**config.mk**
```make
export PLATFORM = sky130hd
export DESIGN_NAME = pac_motion_ctrl
export DESIGN_NICKNAME = d
export VERILOG_FILES = /design/src/rtl/pac_motion_ctrl.sv
export SDC_FILE = /design/constraint.sdc
export NUM_CORES = 1
export LEC_CHECK = 0
export ABC_AREA = 1
export CAP_MARGIN = 5
export CORE_MARGIN = 8
export CORE_UTILIZATION = 55
export CTS_CLUSTER_SIZE = 14
export DETAILED_ROUTE_END_ITERATION = 10
export PLACE_DENSITY = 0.76
export SYNTH_ARGS = -nofsm -noshare
export SYNTH_HDL_FRONTEND = slang
export SYNTH_SLANG_ARGS = --single-unit
```
**constraint.sdc**
```tcl
create_clock -name clk -period 4.8 [get_ports clk]
set_input_delay 1.44 -clock clk [delete_from_list [all_inputs] [get_ports clk]]
set_output_delay 1.44 -clock clk [all_outputs]
set_load 0.03 [all_outputs]
```
**src/rtl/pac_motion_ctrl.sv**
```systemverilog
// Pac-Man movement engine: buffered direction requests, two-corner wall probes through a registered
// Map address, fallback to the current heading, one STEP move per tick. Optional `PAC_TUNNEL_WRAP_EN.
module pac_motion_ctrl #(
  parameter int TICK_CYCLES = 250000,
  parameter int STEP        = 1,
  parameter int START_X     = 304,
  parameter int START_Y     = 240,
  parameter int X_MAX       = 608,
  parameter int Y_MAX       = 448
) (
  input  logic       clk,
  input  logic       rst,
  input  logic       game_en,
  input  logic [3:0] dir_req,
  input  logic       probe_wall,
  output logic [8:0] probe_row,
  output logic [9:0] probe_col,
  output logic [9:0] PacX,
  output logic [8:0] PacY,
  output logic [1:0] state,
  output logic       moved
);

  localparam logic [1:0] DIR_UP    = 2'b00;
  localparam logic [1:0] DIR_DOWN  = 2'b01;
  localparam logic [1:0] DIR_RIGHT = 2'b10;
  localparam logic [1:0] DIR_LEFT  = 2'b11;

  localparam int CNT_W = (TICK_CYCLES > 2) ? $clog2(TICK_CYCLES) : 1;
  localparam logic [CNT_W-1:0] CNT_LAST = CNT_W'(TICK_CYCLES - 1);

  localparam logic signed [10:0] STEP_S  = 11'(STEP);
  localparam logic signed [10:0] X_MAX_S = 11'(X_MAX);
  localparam logic signed [10:0] Y_MAX_S = 11'(Y_MAX);
  localparam logic signed [10:0] SPAN    = 11'sd31;

  typedef enum logic [2:0] {S_IDLE, S_RA, S_RB, S_CA, S_CB, S_CM, S_STOP} fsm_e;

  // skip: target is off-screen, Map is not addressed; skip_blk is the verdict used instead.
  typedef struct packed {
    logic [8:0] row;
    logic [9:0] col;
    logic       skip;
    logic       skip_blk;
  } probe_t;

  function automatic logic signed [10:0] tgt_x(input logic [1:0] d, input logic signed [10:0] px_i);
    case (d)
      DIR_RIGHT: return px_i + STEP_S;
      DIR_LEFT:  return px_i - STEP_S;
      default:   return px_i;
    endcase
  endfunction

  function automatic logic signed [10:0] tgt_y(input logic [1:0] d, input logic signed [10:0] py_i);
    case (d)
      DIR_UP:   return py_i - STEP_S;
      DIR_DOWN: return py_i + STEP_S;
      default:  return py_i;
    endcase
  endfunction

  // Leading-edge corner of the sprite at its target position; bounds are judged on the target.
  function automatic probe_t probe_at(input logic [1:0] d, input logic pt_b,
                                      input logic signed [10:0] tx, input logic signed [10:0] ty);
    logic signed [10:0] off;
    logic signed [10:0] r;
    logic signed [10:0] c;
    logic               h_oob;
    logic               v_oob;
    probe_t             p;
    off = pt_b ? SPAN : 11'sd0;
    r   = ty;
    c   = tx;
    case (d)
      DIR_UP:    c = tx + off;
      DIR_DOWN:  begin r = ty + SPAN; c = tx + off; end
      DIR_RIGHT: begin r = ty + off;  c = tx + SPAN; end
      default:   r = ty + off;
    endcase
    h_oob  = (tx < 11'sd0) || (tx > X_MAX_S);
    v_oob  = (ty < 11'sd0) || (ty > Y_MAX_S);
    p.row  = 9'(r);
    p.col  = 10'(c);
    p.skip = h_oob | v_oob;
`ifdef PAC_TUNNEL_WRAP_EN
    p.skip_blk = v_oob;
`else
    p.skip_blk = 1'b1;
`endif
    return p;
  endfunction

  function automatic logic [9:0] wrap_x(input logic signed [10:0] tx);
`ifdef PAC_TUNNEL_WRAP_EN
    if (tx < 11'sd0) return 10'(X_MAX);
    if (tx > X_MAX_S) return 10'd0;
`endif
    return 10'(tx);
  endfunction

  fsm_e             fsm_q, fsm_d;
  logic [CNT_W-1:0] cnt_q, cnt_d;
  logic [1:0]       req_dir_q, req_dir_d;
  logic [1:0]       cur_dir_q, cur_dir_d;
  logic [1:0]       try_dir_q, try_dir_d;
  logic             blk_a_q, blk_a_d;
  logic             skip_q, skip_d;
  logic             skip_blk_q, skip_blk_d;
  logic [8:0]       probe_row_q, probe_row_d;
  logic [9:0]       probe_col_q, probe_col_d;
  logic [9:0]       pac_x_q, pac_x_d;
  logic [8:0]       pac_y_q, pac_y_d;
  logic             moved_q, moved_d;

  logic               tick;
  logic               wall_now;
  logic               load_probe;
  logic [1:0]         pr_dir;
  logic               pr_b;
  logic signed [10:0] px;
  logic signed [10:0] py;
  probe_t             pr;

  assign px       = signed'({1'b0, pac_x_q});
  assign py       = signed'({2'b00, pac_y_q});
  assign wall_now = skip_q ? skip_blk_q : probe_wall;

  // Motion tick and request buffer
  always_comb begin
    tick = game_en && (cnt_q == CNT_LAST);
    if (!game_en || tick) cnt_d = '0;
    else                  cnt_d = cnt_q + CNT_W'(1);

    req_dir_d = req_dir_q;
    if      (dir_req[3]) req_dir_d = DIR_UP;
    else if (dir_req[2]) req_dir_d = DIR_DOWN;
    else if (dir_req[1]) req_dir_d = DIR_RIGHT;
    else if (dir_req[0]) req_dir_d = DIR_LEFT;
  end

  // Probe address for the state about to be entered
  always_comb begin
    pr_dir = req_dir_q;
    pr_b   = 1'b0;
    case (fsm_q)
      S_RA:    begin pr_dir = try_dir_q; pr_b = 1'b1; end
      S_RB:    begin pr_dir = cur_dir_q; pr_b = 1'b0; end
      S_CA:    begin pr_dir = try_dir_q; pr_b = 1'b1; end
      default: begin pr_dir = req_dir_q; pr_b = 1'b0; end
    endcase
    pr = probe_at(pr_dir, pr_b, tgt_x(pr_dir, px), tgt_y(pr_dir, py));
  end

  // Probe sequencer: requested dir, then current dir, then commit or stop
  always_comb begin
    fsm_d       = fsm_q;
    try_dir_d   = try_dir_q;
    cur_dir_d   = cur_dir_q;
    blk_a_d     = blk_a_q;
    pac_x_d     = pac_x_q;
    pac_y_d     = pac_y_q;
    moved_d     = 1'b0;
    load_probe  = 1'b0;
    skip_d      = skip_q;
    skip_blk_d  = skip_blk_q;
    probe_row_d = probe_row_q;
    probe_col_d = probe_col_q;

    if (game_en) begin
      case (fsm_q)
        S_IDLE: begin
          if (tick) begin
            fsm_d      = S_RA;
            try_dir_d  = req_dir_q;
            load_probe = 1'b1;
          end
        end
        S_RA: begin
          blk_a_d    = wall_now;
          load_probe = 1'b1;
          fsm_d      = S_RB;
        end
        S_RB: begin
          if (!blk_a_q && !wall_now) begin
            fsm_d = S_CM;
          end else if (try_dir_q == cur_dir_q) begin
            fsm_d = S_STOP;
          end else begin
            fsm_d      = S_CA;
            try_dir_d  = cur_dir_q;
            load_probe = 1'b1;
          end
        end
        S_CA: begin
          blk_a_d    = wall_now;
          load_probe = 1'b1;
          fsm_d      = S_CB;
        end
        S_CB: begin
          fsm_d = (!blk_a_q && !wall_now) ? S_CM : S_STOP;
        end
        S_CM: begin
          pac_x_d   = wrap_x(tgt_x(try_dir_q, px));
          pac_y_d   = 9'(tgt_y(try_dir_q, py));
          cur_dir_d = try_dir_q;
          moved_d   = 1'b1;
          fsm_d     = S_IDLE;
        end
        default: fsm_d = S_IDLE;
      endcase
    end else begin
      fsm_d = S_IDLE;
    end

    if (load_probe) begin
      skip_d     = pr.skip;
      skip_blk_d = pr.skip_blk;
      if (!pr.skip) begin
        probe_row_d = pr.row;
        probe_col_d = pr.col;
      end
    end
  end

  always_ff @(posedge clk) begin
    if (rst) begin
      fsm_q       <= S_IDLE;
      cnt_q       <= '0;
      req_dir_q   <= DIR_RIGHT;
      cur_dir_q   <= DIR_RIGHT;
      try_dir_q   <= DIR_RIGHT;
      blk_a_q     <= 1'b0;
      skip_q      <= 1'b0;
      skip_blk_q  <= 1'b0;
      probe_row_q <= '0;
      probe_col_q <= '0;
      pac_x_q     <= 10'(START_X);
      pac_y_q     <= 9'(START_Y);
      moved_q     <= 1'b0;
    end else begin
      fsm_q       <= fsm_d;
      cnt_q       <= cnt_d;
      req_dir_q   <= req_dir_d;
      cur_dir_q   <= cur_dir_d;
      try_dir_q   <= try_dir_d;
      blk_a_q     <= blk_a_d;
      skip_q      <= skip_d;
      skip_blk_q  <= skip_blk_d;
      probe_row_q <= probe_row_d;
      probe_col_q <= probe_col_d;
      pac_x_q     <= pac_x_d;
      pac_y_q     <= pac_y_d;
      moved_q     <= moved_d;
    end
  end

  assign probe_row = probe_row_q;
  assign probe_col = probe_col_q;
  assign PacX      = pac_x_q;
  assign PacY      = pac_y_q;
  assign state     = cur_dir_q;
  assign moved     = moved_q;

endmodule

```
# --- Word level (Yosys, flattened, before mapping) ---
# Cells that the tools add are included.
# W data, S select, Z words.
classes:
  n_eq_ne: 16
  magnitude_cmp: 4
  bitwise: 3
  muxes: 29
  add_sub_neg: 9
  reduce_logical: 27
op_table:
  columns: ["operator", "n"]
  rows:
  - ["$pmux W11 S2", 2]
  - ["$pmux W10 S2", 2]
  - ["$pmux W9 S2", 2]
  - ["$lt A11 B1 Y1 const B", 2]
  - ["$add A18 B1 Y18 const B", 1]
  - ["$eq A18 B18 Y1 const B", 1]
  - ["$mux W2", 8]
  - ["$pmux W3 S5", 1]
  - ["$add A10 B1 Y11 const B", 1]
  - ["$gt A11 B10 Y1 const B", 1]
  - ["$gt A11 B11 Y1 const B", 1]
  - ["$sub A10 B1 Y11 const B", 1]
  - ["$add A10 B6 Y10", 1]
  - ["$add A10 B6 Y10 const B", 1]
  - ["$add A9 B1 Y10 const B", 1]
  - ["$reduce_or A2 Y1", 5]
  - ["$sub A9 B1 Y10 const B", 1]
  - ["$add A9 B6 Y9", 1]
  - ["$add A9 B6 Y9 const B", 1]
  - ["$mux W3", 3]
  - ["$eq A2 B2 Y1 const B", 4]
  - ["$pmux W2 S2", 2]
  - ["$mux W1", 7]
  - ["$eq A3 B2 Y1 const B", 2]
  - ["other kinds (20)", 36]
totals:
  reg_bits: 69
  in_bits: 8
  output_inout_bits: 41

# --- Logic depth before layout (Yosys ltp) ---
# Gate-level depths: netlist (run 1).
logic_depth:
  word_depth: 10
  mapped_depth: 28
  ltp_nobuf: 27

# --- Worst setup path before layout (run 1) ---
# No wires, ideal clock.
synth_timing:
  path_kind: "flip-flop to flip-flop"
  start: "register cur_dir_q[0], in the netlist state[0]"
  end: "register probe_row_q[8], in the netlist probe_row[8]"
  path_slack_ns: 1.724
  stages_incl_launch_ff: 26
  t_arrival_ns: 2.961
  cell_sequence: "dfxtp_1 -> nand4_1 -> nand3_1 -> buf_4 -> nand2_1 -> inv_2 -> nor2_1 -> inv_1 -> ha_1 -> inv_1 -> fa_1 -> inv_1 -> nand2_1 -> inv_1 -> o21ai_0 -> nand2_1 -> nand2_1 -> inv_1 -> nor2_1 -> nor2_1 -> nand2_1 -> nor2_1 -> xor2_1 -> nand3_1 -> nand2_1 -> nor2_1"
synth_between:
  elab_chain_len: 8
  elab_cells_between_ends: 24
synth_lines:
  columns: ["item", "line_no", "text"]
  rows:
  - ["start, declared", "105", "logic [1:0] cur_dir_q, cur_dir_d;"]
  - ["start signal, assigned", "245", "cur_dir_q <= cur_dir_d;"]
  - ["$pmux W2 S2", "146", "case (fsm_q)"]
  - ["$eq A2 B2 Y1, or another cell as far along", "48", "case (d)"]
  - ["$pmux W11 S2, on equally long branches", "48, 56", null]
  - ["$lt A11 B1 Y1, or another cell as far along", "81", "h_oob = (tx < 11'sd0) || (tx > X_MAX_S);"]
  - ["$logic_or A1 B1 Y1, on equally long branches", "81, 82", null]
  - ["$or A1 B1 Y1", "85", "p.skip = h_oob | v_oob;"]
  - ["$not A1 Y1 (no source line)", null, null]
  - ["$reduce_and A2 Y1 (no source line)", null, null]
  - ["end signal, assigned", "250", "probe_row_q <= probe_row_d;"]
  - ["end, declared", "110", "logic [8:0] probe_row_q, probe_row_d;"]
# Several ways; a longest one is shown, not always the timed one.
# A chain may end at the register's enable or synchronous reset.

# --- Worst setup path in the final report (run 1) ---
layout_timing:
  start: "register fsm_q[0]"
  end: "register probe_row_q[8], in the netlist probe_row[8]"
layout_between:
  elab_chain_len: 10
  elab_cells_between_ends: 28
layout_lines:
  columns: ["item", "line_no", "text"]
  rows:
  - ["start, declared", "102", "fsm_e fsm_q, fsm_d;"]
  - ["start signal, assigned", "242", "fsm_q <= fsm_d;"]
  - ["$eq A3 B2 Y1 or $eq A3 B1 Y1 (tied branches)", "146, 171", null]
  - ["$reduce_or A2 Y1 (no source line)", null, null]
  - ["$pmux W2 S2", "146", null]
  - ["$eq A2 B2 Y1, or another cell as far along", "48", null]
  - ["$pmux W11 S2, on equally long branches", "48, 56", null]
  - ["$lt A11 B1 Y1, or another cell as far along", "81", null]
  - ["$logic_or A1 B1 Y1, on equally long branches", "81, 82", null]
  - ["$or A1 B1 Y1", "85", null]
  - ["$not A1 Y1 (no source line)", null, null]
  - ["$reduce_and A2 Y1 (no source line)", null, null]
# Several ways; a longest one is shown, not always the timed one.

==> impl_metrics.csv, run 1 <==
group,metric,value,unit
run_status,status,"finished clean",
grt,grt_overflow,0,
placement,io_buffers,48,
sta,period_minus_slack,3.70,ns
logic_synthesis,synth_ff_type,"dfxtp_1",
power_and_ir_drop,powerDensity,226,nW/um2
grt,grt_usage,20.3,%
worst_hold_path,hp-class,"reg2reg",
worst_setup_path,crit_type,"reg2reg",
die,rows,34,
logic_synthesis,syn_area_per_cell,6.37,um2
clock_network,clkLatencyLatePin,0.35,ns
sta,fin_crit_sh,77.0,%
placement,globalplace.congestion,0.949,
drt,drt_iter0_drc,406,
logic_synthesis,yosysUniqueCellTypes,46,
drt,wl_per_cell,13.7,um
drt,num_vias,5119,
die,die_h,111,um
drt,drc,0,
clock_network,clock_sinks,69,
power_and_ir_drop,p_int,0.933,mW
sta,fmax,271,MHz
layout,area.growth.synth_to_final,14.8,%
logic_synthesis,synth_async_sr_flop_share,0,%
sta,hold_viol_final,0,
logic_synthesis,synthesis.nets,806,
die,top_level_ports,49,
worst_setup_path,worstPathArrival,3.94,ns
drt,via_per_inst,5.48,
sta,slew_headroom,54.3,%
die,coreArea,8760,um2
worst_setup_path,crit_top_cell,"nand2_1",
sta,grt_setup_unrepaired,"false",
sta,fin_setup_tns,0,ns
worst_setup_path,critPathMaxStageDelay,0.44,ns
layout,stdcell_count,934,
grt,grt_pass1_vias,4514,
sta,setup_viol,0,
logic_synthesis,synth_area,4970,um2
worst_setup_path,critPathMaxFanout,11,
layout,nFillCells,829,
layout,fin_util,65.2,%
logic_synthesis,ys_ff_latch,69,
power_and_ir_drop,p_seq_share,44.6,%
logic_synthesis,synthCells,781,
grt,grt_pass1_wl,21.5,mm
logic_synthesis,yosysWarnings,0,
clock_network,cts_resized,0,
worst_setup_path,worstPathRequired,5.04,ns
sta,tightest_slew,0.685,ns
die,die-area,12300,um2
job,cap_viol_max_count,0,
clock_network,htreeDepth,3,
power_and_ir_drop,power.share.clock,42.9,%
worst_setup_path,cp-start-kind,"flop",
layout,drive_gt1_share,6.66,%
sta,finalClockSkew,0.0149,ns
layout,nets,846,
logic_synthesis,ys_seq_area_share,27.8,%
power_and_ir_drop,leakage,2.52,nW
clock_network,post_cts_buffers,0,
sta,slew_violations,0,
clock_network,path_clk_slew,0.09,ns
layout,n_antenna_cell,0,
die,start_util,56.7,%
power_and_ir_drop,power,1.29,mW
power_and_ir_drop,power_frac_comb,12.5,%
clock_network,clock_path_buffers,2,
power_and_ir_drop,ir_drop,0.000163,V
placement,dp_cells,918,
drt,ant_nets,0,
power_and_ir_drop,p_sw,0.357,mW
clock_network,cts-root-buf,"clkbuf_8",
clock_network,cts_tree,"built",
clock_network,hold_buffers,0,
grt,antenna_found_initial,0,
clock_network,cts-buffers-inserted,9,
worst_setup_path,end_kind,"flop",
placement,placed_cell_area,5480,um2
logic_synthesis,synth_edf_count,0,
die,dieWidth,111,um
drt,dr.pass1.iters,5,
drt,wl,12.8,mm
layout,design_area,5710,um2
grt,grt_start_max_net_pins,39,
placement,dp_hpwl,9.90,mm
worst_setup_path,slowest_stage,"dfxtp_1",
power_and_ir_drop,switching_share,27.7,%
-- kinds of logic (layout without fill, tap and decap cells) --
family / count (synthesis) / in the layout / synth area share [%]
AO/OA/AOI/OAI: 119 / 119 / 14.7
XOR/XNOR: 32 / 32 / 5.64
adder cells (fa/ha/maj): 17 / 17 / 4.58
buffers and inverters: 118 / 163 / 10.1
flip-flops: 69 / 69 / 27.8
AND/OR/NAND/NOR: 426 / 426 / 37.2
-- power groups by stage --
stage / sequential [mW] / combinational (mW) / clock (mW)
after floorplan: 0.588 / 0.130 / 0
after global placement: 0.589 / 0.158 / 0
after detailed placement: 0.589 / 0.161 / 0
after CTS: 0.575 / 0.161 / 0.560
after global routing: 0.576 / 0.183 / 0.584
final: 0.575 / 0.162 / 0.553
-- Yosys cell counts, types with 7 or more instances --
| library cell | n | area share [%] |
|---|---|---|
| nor3_1 | 12 | 1.2 |
| o211ai_1 | 11 | 1.7 |
| nor2_2 | 7 | 0.88 |
| inv_1 | 88 | 6.6 |
| nand2_1 | 187 | 14 |
| xor2_1 | 28 | 4.9 |
| nor2_1 | 127 | 9.6 |
| ha_1 | 15 | 3.8 |
| a21oi_1 | 31 | 3.1 |
| dfxtp_1 | 69 | 28 |
| nand4_1 | 11 | 1.4 |
| nand3b_1 | 9 | 1.4 |
| clkbuf_1 | 11 | 0.83 |
| nand3_1 | 55 | 5.5 |
| a21oi_2 | 9 | 1.6 |
| o21ai_0 | 39 | 3.9 |
-- state kept, by name, indices dropped and copies added, names as in the netlist --
signal and flops:
skip_blk_q 1, PacY 9, skip_q 1, PacX 10
req_dir_q 2, blk_a_q 1, fsm_q 3, state 2
moved 1, probe_col 10, try_dir_q 2, probe_row 9
cnt_q 18
-- metal layers --
layer	vias up	global-route usage, %	share of wire (%)
met1	2310	27.7	47
li1	2614	-	-
met2	181	31.0	44
met4	0	4.36	0.80
met5	-	0	0
met3	14	5.41	8.0
-- worst paths after layout --
kind | from | endpoint | slack [ns] | depth (start not counted)
hold / removal | cnt_q[0] | cnt_q[0] | 0.45 | 1
setup / recovery | fsm_q[0] | probe_row[8] | 1.10 | 27
setup reg to reg | fsm_q[0] | probe_row[8] | 1.10 | 27
hold reg to reg | cnt_q[0] | cnt_q[0] | 0.45 | 1
-- metrics by stage --
stage | worst slack [ns] | hold WS [ns]
3_3_place_gp | 0.914 | 0.425
5_1_grt | 0.669 | 0.498
6_report | 1.10 | 0.455
2_1_floorplan | 1.72 | 0.418
4_1_cts | 1.13 | 0.458
3_5_place_dp | 0.766 | 0.441
-- layout make-up --
class	instances	area (um2)	area share (%)
timing repair buffer	53	518	9.07
inverter	94	353	6.18
sequential	69	1380	24.2
tap	108	135	2.37
clock buffer	9	124	2.17
multi-input combinational	594	3090	54.2
clock inverter	7	105	1.84
-- worst max-delay path: cells and delay by family (launching register included) --
family | cells | cell delay (ns)
simple gates | 15 | 1.50
buf+inv | 8 | 0.85
fa+ha+maj | 2 | 0.55
flops | 1 | 0.44
xor+xnor | 1 | 0.17
compound gates | 1 | 0.08
-- layout by cell type (no fill, tap or decap), types with 3 or more instances in the layout --
master and instances:
nor3b_1 3, ha_1 15, o21ai_0 39, o31ai_1 4, inv_1 88, nand2_2 3
nand3b_1 9, xnor2_1 4, xor2_1 28, nand2_1 187, nor2_4 3, nand4_1 11
nor2_2 7, o22ai_1 4, a21oi_2 10, nand3_1 55, clkbuf_8 9, a31oi_1 3
o221ai_1 6, dfxtp_1 69, inv_2 4, o211ai_1 11, clkdlybuf4s50_1 48, nor2_1 127
nor3_1 12, a21oi_1 30, buf_4 5
(Power assumes the default switching activity.)
==> inputs of run 2 (changes only) <==
--- a/config.mk
+++ b/config.mk
@@ -8,10 +8,10 @@
 export ABC_AREA = 1
 export CAP_MARGIN = 5
 export CORE_MARGIN = 8
-export CORE_UTILIZATION = 55
+export CORE_UTILIZATION = 53
 export CTS_CLUSTER_SIZE = 14
 export DETAILED_ROUTE_END_ITERATION = 10
-export PLACE_DENSITY = 0.76
+export PLACE_DENSITY = 0.77
 export SYNTH_ARGS = -nofsm -noshare
 export SYNTH_HDL_FRONTEND = slang
 export SYNTH_SLANG_ARGS = --single-unit
==> constraint.sdc (replaced) <==
create_clock -name clk -period 3.19 [get_ports clk]
set_input_delay 0.957 -clock clk [delete_from_list [all_inputs] [get_ports clk]]
set_output_delay 0.957 -clock clk [all_outputs]
set_load 0.03 [all_outputs]
==> run 2 against run 1 <==
Against the previous run: via count up 2.7%; count of clock-buffer cells in the layout grew 2; die area grew 3.2%; register-to-register slack got worse by 0.99 ns; power grew 48%; largest cell class unchanged; largest power group unchanged; routed wire length up 4.5%; sequential power rose by 50%; clock skew rose by 0.0032 ns; global-route usage about the same.
==> impl_metrics.csv, run 2 (synthesis gave the netlist of run 1 again) <==
group,metric,value,unit
power_and_ir_drop,powerDensity,315,nW/um2
sta,hold_viol_final,0,
worst_hold_path,hold_depth,1,
worst_hold_path,hp-class,"reg2reg",
worst_setup_path,worstPathRequired,3.43,ns
layout,largest_reg_flops,18,
run_status,status,"finished clean",
die,top_level_ports,49,
worst_setup_path,critPathMaxFanout,8,
worst_setup_path,cp_num_cells,25,
clock_network,clkLatencyLatePin,0.36,ns
die,die_h,113,um
sta,slew_headroom,65.8,%
die,start_util,54.3,%
clock_network,cts-buffers-inserted,9,
die,dieWidth,113,um
worst_setup_path,crit_type,"reg2reg",
grt,antenna_found_initial,0,
layout,layout_common_cells,"nand2_1, nor2_1, inv_1, dfxtp_1, nand3_1",
sta,tightest_slew,0.509,ns
layout,nets,873,
layout,drive_gt1_share,12.7,%
worst_setup_path,r2r_cells,25,
drt,dr.pass1.iters,5,
clock_network,clock_path_buffers,2,
drt,wl,13.4,mm
sta,finalClockSkew,0.0182,ns
sta,fin_crit_sh,96.5,%
placement,io_buffers,48,
placement,dp_cells,939,
worst_setup_path,end_kind,"flop",
sta,fmax,325,MHz
layout,stdcell_count,964,
clock_network,cts_tree,"built",
job,cap_viol_max_count,0,
drt,ant_nets,0,
clock_network,clock_sinks,69,
worst_setup_path,critPathMaxStageDelay,0.39,ns
layout,area.growth.synth_to_final,22.2,%
power_and_ir_drop,leakage,2.66,nW
clock_network,path_clk_slew,0.08,ns
die,die-area,12700,um2
worst_setup_path,cp_top_family,"simple AND/OR/NAND/NOR gates",
layout,final_common_cell,"nand2_1",
grt,grt_usage,20.3,%
worst_setup_path,cp-start-kind,"flop",
sta,slew_violations,0,
grt,grt_start_max_net_pins,39,
layout,n_antenna_cell,0,
grt,grt_pass1_vias,4882,
clock_network,htreeDepth,3,
placement,globalplace.congestion,0.917,
worst_setup_path,slowest_stage,"dfxtp_4",
die,coreArea,9150,um2
worst_setup_path,critical_path_buf_inv_count,5,
worst_setup_path,worstPathArrival,3.31,ns
sta,setup_viol,0,
grt,grt_overflow,0,
sta,hold_ws,0.448,ns
layout,nFillCells,810,
clock_network,hold_buffers,0,
layout,top_register,"cnt_q",
sta,period_minus_slack,3.08,ns
die,rows,35,
drt,wl_per_cell,13.9,um
clock_network,cts-root-buf,"clkbuf_8",
worst_setup_path,crit_top_cell,"nand2_1",
drt,drt_iter0_drc,338,
drt,num_vias,5255,
power_and_ir_drop,ir_drop,0.000224,V
drt,via_per_inst,5.45,
placement,dp_hpwl,9.84,mm
grt,grt_pass1_wl,21.9,mm
drt,drc,0,
==> run 2: timing repair <==
action                                  4_1_cts  5_1_grt
endpoints found under the setup margin        1        8
setup buffers                                 0        9
resized for setup                             1       43
cloned                                        0        0
pin swaps                                     0       13
==> run 2: final timing paths <==
path	start	to	slack [ns]
max reg2reg	fsm_q[2]	probe_row[8]	0.11
min reg2reg	cnt_q[0]	cnt_q[0]	0.45
min	cnt_q[0]	cnt_q[0]	0.45
max	fsm_q[2]	probe_row[8]	0.11
==> run 2: power by group <==
group / internal (mW) / total [mW] / switching (mW)
combinational: 0.124 / 0.303 / 0.179
sequential: 0.861 / 0.864 / 0.00290
clock: 0.384 / 0.747 / 0.363
==> run 2: per-stage QoR <==
stage	setup WS, ns	total power, mW	util (%)	instance area (um2)	setup TNS, ns
floorplan	0.114	1.08	-	4970	0
global placement	0.100	1.15	61.7	5650	0
detailed placement	0.00790	1.15	61.7	5650	0
CTS	0.00761	1.90	63.9	5850	0
global route	-0.108	1.99	66.4	6070	-0.228
finish	0.113	1.91	66.4	6070	0
==> run 2: final cells by class <==
cell class	instances	area (um2)	area share (%)
well taps	111	139	2.29
repair buffers	80	753	12.4
flip-flops and latches	69	1390	22.9
multi-input cells	594	3230	53.1
clock inverters	5	58.8	0.968
clock buffers	11	141	2.33
inverters	94	360	5.93
==> run 2: metal layers <==
layer,track usage [%],wire [um],share of wire (%)
met5,0,0,0
met4,7.28,282,2.1
met3,4.10,803,6.0
met2,32.9,6140,46
met1,26.1,6140,46
